File: src/rtl/mc_pipe_dff_pkg.sv
// Shared helpers for the mc_* pipeline register family.
package mc_pipe_dff_pkg;

  // Elaboration-time ceil(log2(n)), used to size occupancy counters.
  function automatic int mc_clog2(input int n);
    int r;
    int v;
    r = 0;
    v = n - 1;
    while (v > 0) begin
      r++;
      v = v >> 1;
    end
    return r;
  endfunction

endpackage

File: src/rtl/mc_pipe_stage.sv
// One pipeline stage: a valid bit plus a data register that loads only valid words.
module mc_pipe_stage #(
  parameter int               WIDTH     = 8,
  parameter logic [WIDTH-1:0] RST_VALUE = '0
) (
  input  logic             CLK,
  input  logic             ARST_N,
  input  logic             flush,
  input  logic             adv,
  input  logic             src_valid,
  input  logic [WIDTH-1:0] src_data,
  output logic             valid,
  output logic [WIDTH-1:0] data
);

  always_ff @(posedge CLK or negedge ARST_N) begin
    if (!ARST_N) begin
      valid <= 1'b0;
    end else if (flush) begin
      valid <= 1'b0;
    end else if (adv) begin
      valid <= src_valid;
    end
  end

  // Data is left stale when the incoming slot is a bubble.
  always_ff @(posedge CLK or negedge ARST_N) begin
    if (!ARST_N) begin
      data <= RST_VALUE;
    end else if (!flush && adv && src_valid) begin
      data <= src_data;
    end
  end

endmodule

File: src/rtl/mc_pipe_dff.sv
// DEPTH-stage valid/ready register pipeline with bubble collapsing, flush and occupancy count.
module mc_pipe_dff
  import mc_pipe_dff_pkg::*;
#(
  parameter  int               WIDTH     = 8,
  parameter  int               DEPTH     = 4,
  parameter  logic [WIDTH-1:0] RST_VALUE = '0,
  localparam int               CNT_W     = mc_clog2(DEPTH + 1)
) (
  input  logic             CLK,
  input  logic             ARST_N,
  input  logic             FLUSH,
  input  logic             IN_VALID,
  output logic             IN_READY,
  input  logic [WIDTH-1:0] IN_DATA,
  output logic             OUT_VALID,
  input  logic             OUT_READY,
  output logic [WIDTH-1:0] OUT_DATA,
  output logic [CNT_W-1:0] COUNT
);

  logic [DEPTH-1:0] v;
  logic [DEPTH-1:0] adv;
  logic [WIDTH-1:0] d [DEPTH];
  logic             in_fire;
  logic             out_fire;
  logic [CNT_W-1:0] count_q;

  // A stage may advance when the output drains or any stage at or after it is empty;
  // written as a reduction rather than a ripple so no bit depends on a sibling bit.
  for (genvar i = 0; i < DEPTH; i++) begin : g_adv
    assign adv[i] = OUT_READY | ~(&v[DEPTH-1:i]);
  end

  assign IN_READY  = adv[0] & ~FLUSH & ARST_N;
  assign in_fire   = IN_VALID & IN_READY;
  assign OUT_VALID = v[DEPTH-1];
  assign OUT_DATA  = d[DEPTH-1];
  assign out_fire  = OUT_VALID & OUT_READY;
  assign COUNT     = count_q;

  for (genvar i = 0; i < DEPTH; i++) begin : g_stage
    logic             src_valid;
    logic [WIDTH-1:0] src_data;
    if (i == 0) begin : g_head
      assign src_valid = in_fire;
      assign src_data  = IN_DATA;
    end else begin : g_body
      assign src_valid = v[i-1];
      assign src_data  = d[i-1];
    end
    mc_pipe_stage #(
      .WIDTH     (WIDTH),
      .RST_VALUE (RST_VALUE)
    ) u_stage (
      .CLK       (CLK),
      .ARST_N    (ARST_N),
      .flush     (FLUSH),
      .adv       (adv[i]),
      .src_valid (src_valid),
      .src_data  (src_data),
      .valid     (v[i]),
      .data      (d[i])
    );
  end

  // Occupancy tracks accepted minus delivered words; a flush empties every stage.
  always_ff @(posedge CLK or negedge ARST_N) begin
    if (!ARST_N) begin
      count_q <= '0;
    end else if (FLUSH) begin
      count_q <= '0;
    end else begin
      count_q <= count_q + CNT_W'(in_fire) - CNT_W'(out_fire);
    end
  end

endmodule

File: config.mk
export PLATFORM = sky130hd
export DESIGN_NAME = mc_pipe_dff
export DESIGN_NICKNAME = d
export VERILOG_FILES = /design/src/rtl/mc_pipe_dff_pkg.sv /design/src/rtl/mc_pipe_stage.sv /design/src/rtl/mc_pipe_dff.sv
export SDC_FILE = /design/constraint.sdc
export NUM_CORES = 1
export LEC_CHECK = 0
export CORE_MARGIN = 2
export CORE_UTILIZATION = 50
export DETAILED_ROUTE_END_ITERATION = 10
export PLACE_DENSITY = 0.76
export SLEW_MARGIN = 20
export SYNTH_ARGS = -nofsm -noshare
export SYNTH_HDL_FRONTEND = slang
export SYNTH_SLANG_ARGS = --single-unit
File: constraint.sdc
create_clock -name CLK -period 6.17 [get_ports CLK]
set_input_delay 1.234 -clock CLK [delete_from_list [all_inputs] [get_ports CLK]]
set_output_delay 1.234 -clock CLK [all_outputs]
set_load 0.05 [all_outputs]
; Yosys cells after proc, flatten, opt, wreduce, memory -nomap -nowiden
; Cells that the tools add are included.
[op_classes]
n_bitwise = 13
reduce_logical = 16
addsub = 2
muxes = 9
[ops]
columns = cell, count
row1 = 1-bit logical AND, 8
row2 = 1-bit 2-to-1 mux, 8
row3 = 2-bit nonzero test, 4
row4 = 1-bit inverter, 5
row5 = 1-bit AND, 4
row6 = 1-bit bitwise OR, 4
row7 = 4-bit AND reduction, 1
row8 = 3-bit by 1-bit adder with 3-bit output, 1
row9 = 3-bit 2-to-1 mux, 1
row10 = 3-bit AND reduction, 1
row11 = 3-bit by 1-bit subtractor with 3-bit output, 1
row12 = 2-bit AND reduction, 1
row13 = 1-bit zero test, 1
[totals]
word_cells = 49
in_bits = 13
output_inout_bits = 13
regBits = 39

; Longest topological paths before layout
[logic_depth]
ltp_word = 9
ltp_mapped = 10
ltp_nobuf = 10

; Cells and area by module
; From an unflattened synthesis, not the netlist that was laid out.
[hier_totals]
hier_cells = 103
hier_area_um2 = 1634.1
[by_module_without_submodules]
columns = module, n_inst, seq_area_each_um2, cells_per_inst, area_each_um2
row1 = mc_pipe_stage, 4, 225.2, 20, 349.1
row2 = mc_pipe_dff, 1, 75.1, 23, 237.7

; Worst setup path before layout
; OpenSTA, ideal clock, no wires.
[synth_path]
path_type = input to output
startpoint = in OUT_READY
endpoint = out IN_READY
arrival_time_ns = 1.988
path_stages = 3
setup_slack_ns = 2.948
n_path_buf = 0
t_required_ns = 4.936
path_cell_list = and4b_4 nand2_1 and3b_1
[synth_between]
elab_chain_len = 3
[synth_rtl]
columns = element, line_no
row1 = from (decl), mc_pipe_dff.sv:17  ; input logic OUT_READY,
row2 = 1-bit bitwise OR, mc_pipe_dff.sv:32  ; assign adv[i] = OUT_READY | ~(&v[DEPTH-1:i]);
row3 = 1-bit AND (2 in a row), mc_pipe_dff.sv:35  ; assign IN_READY = adv[0] & ~FLUSH & ARST_N;
row4 = to (decl), mc_pipe_dff.sv:14  ; output logic IN_READY,
; Every way passes these cells.

; Worst setup path in the final report
; Same ends and word-level chain as after synthesis.

==> out/results.ini <==
[critical_path]
crit_slowest_cell = clkdlybuf4s50_1
crit_end = IN_READY
crit_cells = 5
worstPathArrival_ns = 3.03
cp_top_family = buffers and inverters
startpoint = OUT_READY
cp_max_fo = 4
crit_path_end_kind = primary output
critPathBufInv = 2
crit_chain = clkdlybuf4s50_1 > and4b_4 > nand2_1 > and3b_1 > clkdlybuf4s50_1
crit_path_frequent_cell = clkdlybuf4s50_1
critPathLaunchType = primary input
worst-setup-path-type = in -> out
timing.rr.start = g_stage[3].u_stage.valid$_DFFE_PN0P_
rrSetupSlack_ns = 3.70
worstReg2RegEnd = COUNT[2]$_DFF_PN0_
slowest_delay_ns = 0.80
cp_data_required_time_ns = 4.94
reg2reg_depth = 10

[placed_design]
globalplace.congestion = 0.762
portBuffers = 25
dp_hpwl_microns = 1690
dp_cells = 158

[grt]
grt.busiest_layer = met2
grt_pass1_vias = 874
grt.total_usage_pct = 15.5
grt_pass1_wl_microns = 3950
overflow = 0
use_met2_pct = 24.5
gr-usage-met1_pct = 18.4
grt_use_met3_pct = 5.84
grt_start_max_net_pins = 42
antenna_found_initial = 0

[pwr]
power_uw = 597
ir_worst_vdd_v = 0.000157
powerDensity_nw_per_um2 = 314
p_leak_nw = 0.873

[yosys]
netlist_area_sq_um = 1560
netlist.area_leader.share_pct = 62.4
seq_area_frac_synth_pct = 62.4
synth_fp_nets = 120
synth_seq_cells = 39
synth.distinct_cells = 19
synth_cells = 104
synth.largest_area_cell = dfrtp_1
synth.top_cells.by_area = dfrtp_1, mux2_2, nor2_1
synth_warnings = 0
syn_area_per_cell_sq_um = 15.0

[floorplan]
start_util_pct = 52.1
dieArea_sq_um = 3590
coreArea_sq_um = 3000
num_rows = 20
die_h_microns = 59.9
io_pins = 26
dieWidth_microns = 59.9

[job]
cap_violations = 0

[route]
drt_first_pass_iters = 4
totalWireLength_microns = 2220
drc = 0
drt-initial-drc-count = 17
vias_per_cell = 5.19
post_drt_wl_per_cell_microns = 13.3
vias = 862
ant_nets = 0

[sta]
finClkSkew_ns = 0.00316
max_clock_freq_ghz = 0.235
fin_crit_ns = 4.26
slew_headroom_pct = 43.7
rsz0062_at_grt = false
setup_tns_ns = 0
setup_viol = 0
tightest_slew_ns = 0.844
hold_ws_ns = 0.510
hold_viol_final = 0
fin_crit_sh_pct = 69.1
maxSlewViolCount = 0

[final_layout]
diodes = 0
nets = 148
fin_util_pct = 63.3
layout.cells.non_filler = 166
syn_to_final_growth_pct = 21.5
drive_gt1_share_pct = 31.6
nFillCells = 246

[cts]
cts_setup_buffers = 0
clk_pin_slew_ns = 0.10
htree_num_levels = 2
cts-root-buf = clkbuf_4
cts-hold-fix-buffers = 0
clock-sinks = 39
cts_tree = built
clock_latency_ns = 0.33
cts_buffers = 5
clk_path_buf_depth = 2
post_cts_resized = 0

[status]
outcome = complete, no violations

[min_path]
min_path_type = reg -> reg

[registers in the layout, summed over array words and instances (netlist names)]
register and flops:
COUNT 3, g_stage.u_stage.data 32, g_stage.u_stage.valid 4
[per-stage QoR]
step / instance area [sq um] / setup slack [ns]
CTS: 1900 / 1.91
floorplan: 1560 / 2.95
global placement: 1830 / 1.96
detailed placement: 1830 / 1.92
finish: 1900 / 1.91
global route: 1900 / 1.78
[cell usage in the layout, fill, tap and decap left out, drive strengths merged]
| cell | Yosys | layout |
|---|---|---|
| dfrtp | 39 | 39 |
| ha | 2 | 2 |
| and3b | 1 | 1 |
| mux2 | 32 | 32 |
| nand2 | 2 | 2 |
| inv | 4 | 4 |
| a21oi | 2 | 2 |
| nor2b | 2 | 2 |
| xor2 | 1 | 1 |
| nor2 | 7 | 7 |
| xnor2 | 1 | 1 |
| and2 | 1 | 1 |
| a211o | 1 | 1 |
| clkdlybuf4s50 | 0 | 24 |
| fa | 1 | 1 |
| clkbuf | 1 | 8 |
| a211oi | 1 | 1 |
| or3b | 2 | 2 |
| buf | 3 | 1 |
| and4b | 1 | 1 |
[cell type report]
class                   instances  area (sq um)  area share [%]
clock buffers                   8          68.8            3.62
inverters                       4          15.0           0.790
multi-input cells              57           554            29.2
flip-flops and latches         39           976            51.3
well taps                      33          41.3            2.17
repair buffers                 25           245            12.9
[routing by layer]
metal,part of all wire [%],vias to the layer above,routed length [microns]
met5,0,-,0
met4,2.3,0,51
met3,5.7,6,127
met2,49,23,1090
met1,43,418,945
li1,-,415,-
[cells by family (layout without fill, tap and decap cells)]
family                     Yosys count  count (layout)  synth area share (%)
AOI/OAI and AO/OA                    4               4                  2.48
and+or+nand+nor                     16              16                  5.92
muxes                               32              32                  23.0
xor gates and xnor gates             2               2                  1.12
buffers and inverters                8              37                  2.16
DFF                                 39              39                  62.4
adders and majority gates            3               3                  2.88
[cells in the mapped netlist]
library cell and number:
a211o_1 1, a211oi_4 1, a21oi_1 2, and2_1 1, and3b_1 1, and4b_4 1, buf_2 3, clkbuf_1 1
dfrtp_1 39, fa_1 1, ha_1 2, inv_1 4, mux2_2 32, nand2_1 2, nor2_1 7, nor2b_1 2
or3b_1 2, xnor2_1 1, xor2_1 1
[where the power goes]
group / switching, mW / internal [mW] / leakage [nW] / total, mW
clock network: 0.0723 / 0.0670 / 0.0386 / 0.139
registers: 0.0280 / 0.310 / 0.501 / 0.338
logic: 0.0563 / 0.0629 / 0.333 / 0.119
[how the worst min path moves through the flow]
stage	startpoint	endpoint	slack, ns	cells after the start
detailed placement	g_stage[2].u_stage.data[6]$_DFFE_PN0P_	g_stage[3].u_stage.data[6]$_DFFE_PN0P_	0.49	1
global placement	g_stage[0].u_stage.data[3]$_DFFE_PN0P_	g_stage[1].u_stage.data[3]$_DFFE_PN0P_	0.49	1
floorplan	g_stage[1].u_stage.data[0]$_DFFE_PN0P_	g_stage[2].u_stage.data[0]$_DFFE_PN0P_	0.47	1
global route	g_stage[2].u_stage.data[6]$_DFFE_PN0P_	g_stage[2].u_stage.data[6]$_DFFE_PN0P_	0.53	1
CTS	g_stage[2].u_stage.data[6]$_DFFE_PN0P_	g_stage[3].u_stage.data[6]$_DFFE_PN0P_	0.52	1
finish	g_stage[2].u_stage.data[6]$_DFFE_PN0P_	g_stage[3].u_stage.data[6]$_DFFE_PN0P_	0.51	1
(Power assumes the default switching activity.)
